--- src/rtl/fifo_pkg.sv ---
// Shared constants for the FIFO read-side adapter: output buffer depth and
// the occupancy width derived from it.
package fifo_pkg;

    localparam int BUF_DEPTH = 2;
    localparam int OCC_WIDTH = $clog2(BUF_DEPTH + 1);

endpackage

--- src/rtl/stream_buf2.sv ---
// Two-entry indexed output buffer: write/read indices plus occupancy count.
// Storage is registered so the read word is glitch-free and stable under stall.
module stream_buf2
    import fifo_pkg::*;
#(
    parameter int DATA_WIDTH = 8
) (
    input  logic                  clk,
    input  logic                  rst,
    input  logic                  wr_en,
    input  logic [DATA_WIDTH-1:0] wr_data,
    input  logic                  pop,
    output logic [DATA_WIDTH-1:0] rd_data,
    output logic [OCC_WIDTH-1:0]  occ
);

    logic [DATA_WIDTH-1:0] mem [BUF_DEPTH];
    logic                  wr_idx;
    logic                  rd_idx;

    always_ff @(posedge clk or posedge rst) begin
        if (rst) begin
            for (int i = 0; i < BUF_DEPTH; i++) begin
                mem[i] <= '0;
            end
            wr_idx <= 1'b0;
            rd_idx <= 1'b0;
            occ    <= '0;
        end else begin
            if (wr_en) begin
                mem[wr_idx] <= wr_data;
                wr_idx      <= ~wr_idx;
            end
            if (pop) begin
                rd_idx <= ~rd_idx;
            end
            // simultaneous write and pop leave occupancy unchanged
            case ({wr_en, pop})
                2'b10:   occ <= occ + 1'b1;
                2'b01:   occ <= occ - 1'b1;
                default: occ <= occ;
            endcase
        end
    end

    assign rd_data = mem[rd_idx];

endmodule

--- src/rtl/fifo_stream_reader.sv ---
// Drains a registered-read FIFO into a valid/ready stream through a 2-entry buffer.
// Optional beat counter enabled by defining FIFO_STREAM_READER_CNT_EN.
module fifo_stream_reader
    import fifo_pkg::*;
#(
    parameter int DATA_WIDTH = 8,
    parameter int CNT_WIDTH  = 16
) (
    input  logic                  clk,
    input  logic                  rst,
    input  logic                  fifo_empty,
    output logic                  fifo_rd_en,
    input  logic [DATA_WIDTH-1:0] fifo_dout,
    output logic                  m_valid,
    input  logic                  m_ready,
    output logic [DATA_WIDTH-1:0] m_data,
    output logic [OCC_WIDTH-1:0]  occupancy
`ifdef FIFO_STREAM_READER_CNT_EN
    ,
    output logic [CNT_WIDTH-1:0]  beat_cnt
`endif
);

    if (CNT_WIDTH < 1) begin : g_bad_cnt_width
        $error("CNT_WIDTH must be at least 1");
    end

    logic                 inflight;
    logic                 pop;
    logic                 has_credit;
    logic [OCC_WIDTH-1:0] occ;

    assign m_valid = (occ != '0);
    assign pop     = m_valid && m_ready;

    // a slot must be free for every issued read: occ + inflight never exceeds the depth
    assign has_credit = ({1'b0, occ} + {{OCC_WIDTH{1'b0}}, inflight})
                        < (OCC_WIDTH + 1)'(BUF_DEPTH);
    assign fifo_rd_en = !rst && !fifo_empty && (has_credit || pop);

    always_ff @(posedge clk or posedge rst) begin
        if (rst) begin
            inflight <= 1'b0;
        end else begin
            inflight <= fifo_rd_en;
        end
    end

    stream_buf2 #(
        .DATA_WIDTH (DATA_WIDTH)
    ) u_buf (
        .clk     (clk),
        .rst     (rst),
        .wr_en   (inflight),
        .wr_data (fifo_dout),
        .pop     (pop),
        .rd_data (m_data),
        .occ     (occ)
    );

    assign occupancy = occ;

`ifdef FIFO_STREAM_READER_CNT_EN
    always_ff @(posedge clk or posedge rst) begin
        if (rst) begin
            beat_cnt <= '0;
        end else if (pop) begin
            beat_cnt <= beat_cnt + 1'b1;
        end
    end
`endif

endmodule

--- config.mk ---
export PLATFORM = sky130hd
export DESIGN_NAME = fifo_stream_reader
export DESIGN_NICKNAME = d
export VERILOG_FILES = /design/src/rtl/fifo_pkg.sv /design/src/rtl/stream_buf2.sv /design/src/rtl/fifo_stream_reader.sv
export SDC_FILE = /design/constraint.sdc
export NUM_CORES = 1
export LEC_CHECK = 0
export CORE_MARGIN = 2
export CORE_UTILIZATION = 30
export CTS_CLUSTER_DIAMETER = 50
export CTS_CLUSTER_SIZE = 14
export DETAILED_ROUTE_END_ITERATION = 8
export SLEW_MARGIN = 15
export SYNTH_ARGS = -nofsm -noshare
export SYNTH_HDL_FRONTEND = slang
export SYNTH_SLANG_ARGS = --single-unit
--- constraint.sdc ---
create_clock -name clk -period 1.65 [get_ports clk]
set_input_delay 0.4125 -clock clk [delete_from_list [all_inputs] [get_ports clk]]
set_output_delay 0.4125 -clock clk [all_outputs]
set_load 0.1 [all_outputs]
# Word-level counts from Yosys, hierarchy flattened
# Cells that the tools add are included.
# word_totals
reg_bits,21
inputBits,12
output_inout_bits,12
word_cells,35
# op_classes
add_sub_neg,3
n_lt_le_gt_ge,4
eq_ne,2
n_mux,7
bitwise,4
n_reduce_logical,9
# ops
operator,n
2-to-1 mux 8 bit,4
bitwise mux 16 bit,1
demux 8 bit (select 1 bit),1
>= comparator 2 bit (second input constant),2
logical AND 1 bit,4
inverter 1 -> 2 bit,2
case mux 2 bit (2 select lines),1
nonzero test 2 bit,2
adder 2 x 1 -> 3 bit,1
less-than comparator 3 x 2 -> 1 bit (second input constant),1
adder 2 x 1 -> 2 bit (second input constant),1
equality test 2 x 1 -> 1 bit (second input constant),1
equality test 2 bit (second input constant),1
logical NOT 1 bit,2
less-than comparator 2 x 1 -> 1 bit (second input constant),1
inverter 1 bit,2
subtractor 2 x 1 -> 2 bit (second input constant),1
logical OR 1 bit,1

# Longest topological paths before layout
# depth
ltp_word,6
ltp_mapped,6
depth_no_buf,6

# By module
# From an unflattened synthesis, not the netlist that was laid out.
# unflattened
hier_cells,64
hier_area_um2,959.7
# by_module_without_submodules
mod,n_inst,cells_each,area_each_um2,seq_area_each_um2
stream_buf2,1,57,897.1,500.5
fifo_stream_reader,1,7,62.6,25.0

# Worst setup path after synthesis
# Ideal clock, no wire load.
# synth_path
kind,register to output
start,register u_buf.occ[0]
end,output fifo_rd_en
arrival_time_ps,3139
required_ps,1237
setup_slack_ps,-1902
path_stages_with_launch,4
n_path_buf,0
path_cell_list,dfrtp_1 a21oi_1 nor2_1 nor3_1
# synth_via
elab_chain_len,4
elab_cells_between_ends,6
classes_between,add/sub: 1; order compare: 1; reduce/logical: 4
# synth_lines
element,line_no,text
from (decl),stream_buf2.sv:14,output logic [OCC_WIDTH-1:0] occ
from (signal assigned),stream_buf2.sv:39,2'b10: occ <= occ + 1'b1;
from (signal assigned),stream_buf2.sv:40,2'b01: occ <= occ - 1'b1;
adder 2 x 1 -> 3 bit or nonzero test 2 bit (tied branches),"fifo_stream_reader.sv:37, fifo_stream_reader.sv:33",
less-than comparator 3 x 2 -> 1 bit or logical AND 1 bit (tied branches),"fifo_stream_reader.sv:38, fifo_stream_reader.sv:34",
logical OR 1 bit (*),fifo_stream_reader.sv:39,assign fifo_rd_en = !rst && !fifo_empty && (has_credit || pop);
logical AND 1 bit (*),fifo_stream_reader.sv:39,
to (decl),fifo_stream_reader.sv:12,"output logic fifo_rd_en,"
# Every way passes the cells marked *; elsewhere a longest branch is shown, timed or not.

# Final worst setup path
# Same ends and word-level chain as after synthesis.

==> summary.md <==
| Metric | Value |
|---|---|
| Run status | complete, but fails checks |
| Violated checks | setup timing |
| Max Cap Violations | 0 |
| Critical Path Slowest Stage Cell | dfrtp_4 |
| Post-DR wirelength/cell | 14.3 µm |
| Synthesized area | 912 µm² |
| Area grow syn2layout | 60.6% |
| Max transition margin | 0.817 |
| Final Cycle Share | 1.09 |
| Clock Path Buffers | 2 |
| Ant. Diodes | 0 |
| Critical path launch point type | flip-flop |
| Initial antenna violation count | 0 |
| Layout cells sized above 1 | 0.615 |
| RSZ-0062 raised after global routing | true |
| Skew-Pair Late Insertion Delay | 0.29 ns |
| Synth area leaders | dfrtp_1 (58%), mux2_2 (30%), xor2_1 (2.9%) |
| R2r setup slk | -0.01 ns |
| DP HPWL | 1270 µm |
| Initial Util | 0.306 |
| H-tree depth | 1 |
| Placer Congestion | 0.693 |
| Die width | 59.1 µm |
| Multi-input gate area | 437 µm² |
| GRT Total Usage | 0.120 |
| WP data arrival | 1.38 ns |
| Hold Vio Cnt, Final | 0 |
| Required @ worst endpoint | 1.24 ns |
| # IOs | 24 |
| Clock skew | 0.000918 ns |
| Worst Setup End Kind | primary output |
| Mapped Avg Cell Area | 14.7 µm² |
| Syn nets | 75 |
| # nets final | 110 |
| Filler instances | 264 |
| Vias in the first global route | 655 |
| Cell chosen for the clock root | clkbuf_4 |
| CTS Buf Count | 3 |
| CTS clk-pin slew, worst paths | 0.11 ns |
| Port buffer count | 23 |
| Initial DRT Pass Iterations | 2 |
| CP Depth | 4 |
| Peak Freq | 0.557 GHz |
| Routed wire length | 1850 µm |
| Largest net degree at the start of global routing | 22 |
| Most frequent cell after synthesis | mux2_2 |
| Die area | 0.00350 mm² |
| CP Class | flip-flop to primary output |
| Largest area contributor in the netlist | dfrtp_1 |
| Crit path cell chain | a21oi_2 -> nor2_1 -> nor3_4 -> buf_12 |
| Initial DRC Count | 7 |
| Register area share after synthesis | 0.576 |
| Worst Setup Slack, final | -0.145 ns |
| CP Max Fanout | 3 |
| Final ANT Viol Nets | 0 |
| Vias per cell | 4.63 |
| CTS tree | done |
| Post-layout util | 0.492 |
| DRC Markers | 0 |
| Non-Filler Instances | 129 |
| Fin Setup TNS | -1.16 ns |
| Post-synth top area share | 0.576 |
| Slew Limit Fails | 0 |
| Count of cell types in the netlist | 15 |
| #FFs+latches synth | 21 |
| RR Endpoint | u_buf.occ[1]$_DFFE_PP0P_ |
| Post-synth ARST share | 1.00 |
| Clock Sinks | 21 |
| Main synth FF type | dfrtp_1 |
| Worst setup path end | fifo_rd_en |
| Grt ovf | 0 |
| Syn Inst Count | 62 |
| Hold WC Path Type | primary input to async pin |
| Routed vias | 597 |
| CP Launch Point | u_buf.occ[0]$_DFFE_PP0P_ |
| Global-route wire length before repair | 3040 µm |
| YS warnings | 0 |
| CP Buf/Inv Count | 1 |
| Placed Cells incl. Taps | 118 |
| Final setup violating endpoints | 11 |
| Reg area | 536 µm² |
| Tmin final | 1.80 ns |
| Delay-heaviest family, CP | flip-flops |
| Largest stage delay on the critical path | 0.51 ns |
| Row Count | 20 |
| FF-to-FF Start | u_buf.occ[0]$_DFFE_PP0P_ |
| Chip height | 59.1 µm |
| Worst slew pin tran | 0.274 ns |
| Cts hold-fix bufs | 0 |
| R2R cell count | 7 |
| Core area | 0.00298 mm² |
| Post-synth EDFFs | 0 |
| Commonest cells in the netlist | mux2_2 (24), dfrtp_1 (21), xor2_1 (3) |
-- kinds of logic (layout without fill, tap and decap cells) --
family          Yosys count  in the layout  share of synthesized area
flops                    21             21                      0.576
mux                      24             24                      0.296
fa+ha+maj                 1              1                     0.0137
xor+xnor                  5              5                     0.0480
simple gates              7              7                     0.0466
compound gates            1              1                    0.00548
buf+inv                   3             37                     0.0137
-- worst register-to-register path: cells and delay by family, from the launching register on --
kind,cells,cell delay [ns]
flip-flops,1,0.51
XOR/XNOR,2,0.27
buffers and inverters,1,0.15
adder cells (fa/ha/maj),1,0.15
AND/OR/NAND/NOR,3,0.51
-- sequential cells by signal, summed over array words and instances, names as in the netlist --
signal,count
inflight,1
u_buf.occ,2
u_buf.wr_idx,1
u_buf.rd_idx,1
u_buf.mem,16
-- how the worst min path moves through the flow --
| stage | end | start | slack, ns | cells past startpoint |
|---|---|---|---|---|
| final | u_buf.wr_idx$_DFFE_PP0P_ | rst | 0.52 | 3 |
| after global routing | u_buf.mem[2]$_DFFE_PP0P_ | u_buf.mem[2]$_DFFE_PP0P_ | 0.53 | 1 |
| after CTS | u_buf.mem[0]$_DFFE_PP0P_ | rst | 0.52 | 3 |
| after detailed placement | u_buf.mem[6]$_DFFE_PP0P_ | u_buf.mem[6]$_DFFE_PP0P_ | 0.49 | 1 |
| after global placement | u_buf.mem[2]$_DFFE_PP0P_ | u_buf.mem[2]$_DFFE_PP0P_ | 0.48 | 1 |
| after floorplan | inflight$_DFF_PP0_ | rst | 0.39 | 1 |
-- layout by cell type (no fill, tap or decap), drive strengths merged --
| master | synthesis | routed |
|---|---|---|
| a21oi | 1 | 1 |
| and2 | 1 | 1 |
| buf | 1 | 20 |
| clkbuf | 0 | 4 |
| clkdlybuf4s50 | 0 | 11 |
| dfrtp | 21 | 21 |
| ha | 1 | 1 |
| inv | 2 | 2 |
| mux2 | 24 | 24 |
| nand2 | 1 | 1 |
| nor2 | 3 | 3 |
| nor3 | 1 | 1 |
| or2 | 1 | 1 |
| xnor2 | 2 | 2 |
| xor2 | 3 | 3 |
-- through the flow --
step / cell area (µm²) / hold WS (ns) / setup slack, ns
CTS: 1460 / 0.523 / -0.165
detailed placement: 1350 / 0.492 / -0.124
finish: 1470 / 0.520 / -0.145
global placement: 1350 / 0.481 / -0.0840
floorplan: 952 / 0.389 / -0.358
global route: 1470 / 0.533 / -0.248
-- area by class of cell --
type | instances | share of cell area
Multi-Input combinational cell | 38 | 0.298
Clock buffer | 4 | 0.0179
Sequential cell | 21 | 0.365
Timing Repair Buffer | 31 | 0.285
Tap cell | 33 | 0.0282
Inverter | 2 | 0.00512
-- routing by layer --
metal,GRT usage,share of wire,vias up
met5,0,0,-
met4,0.0292,0.0087,0
met3,0.0546,0.056,2
met2,0.195,0.50,19
met1,0.145,0.43,293
li1,-,-,283
-- repair_timing --
action | in CTS | in global routing
buffers inserted | 6 | 1
endpoints found under the hold margin | 0 | 0
pin swaps | 2 | 0
endpoints found under the setup margin | 10 | 11
resized for setup | 13 | 0
Power is not shown: default switching activity piles up to over one toggle a cycle in this logic, so the estimate is an artifact.
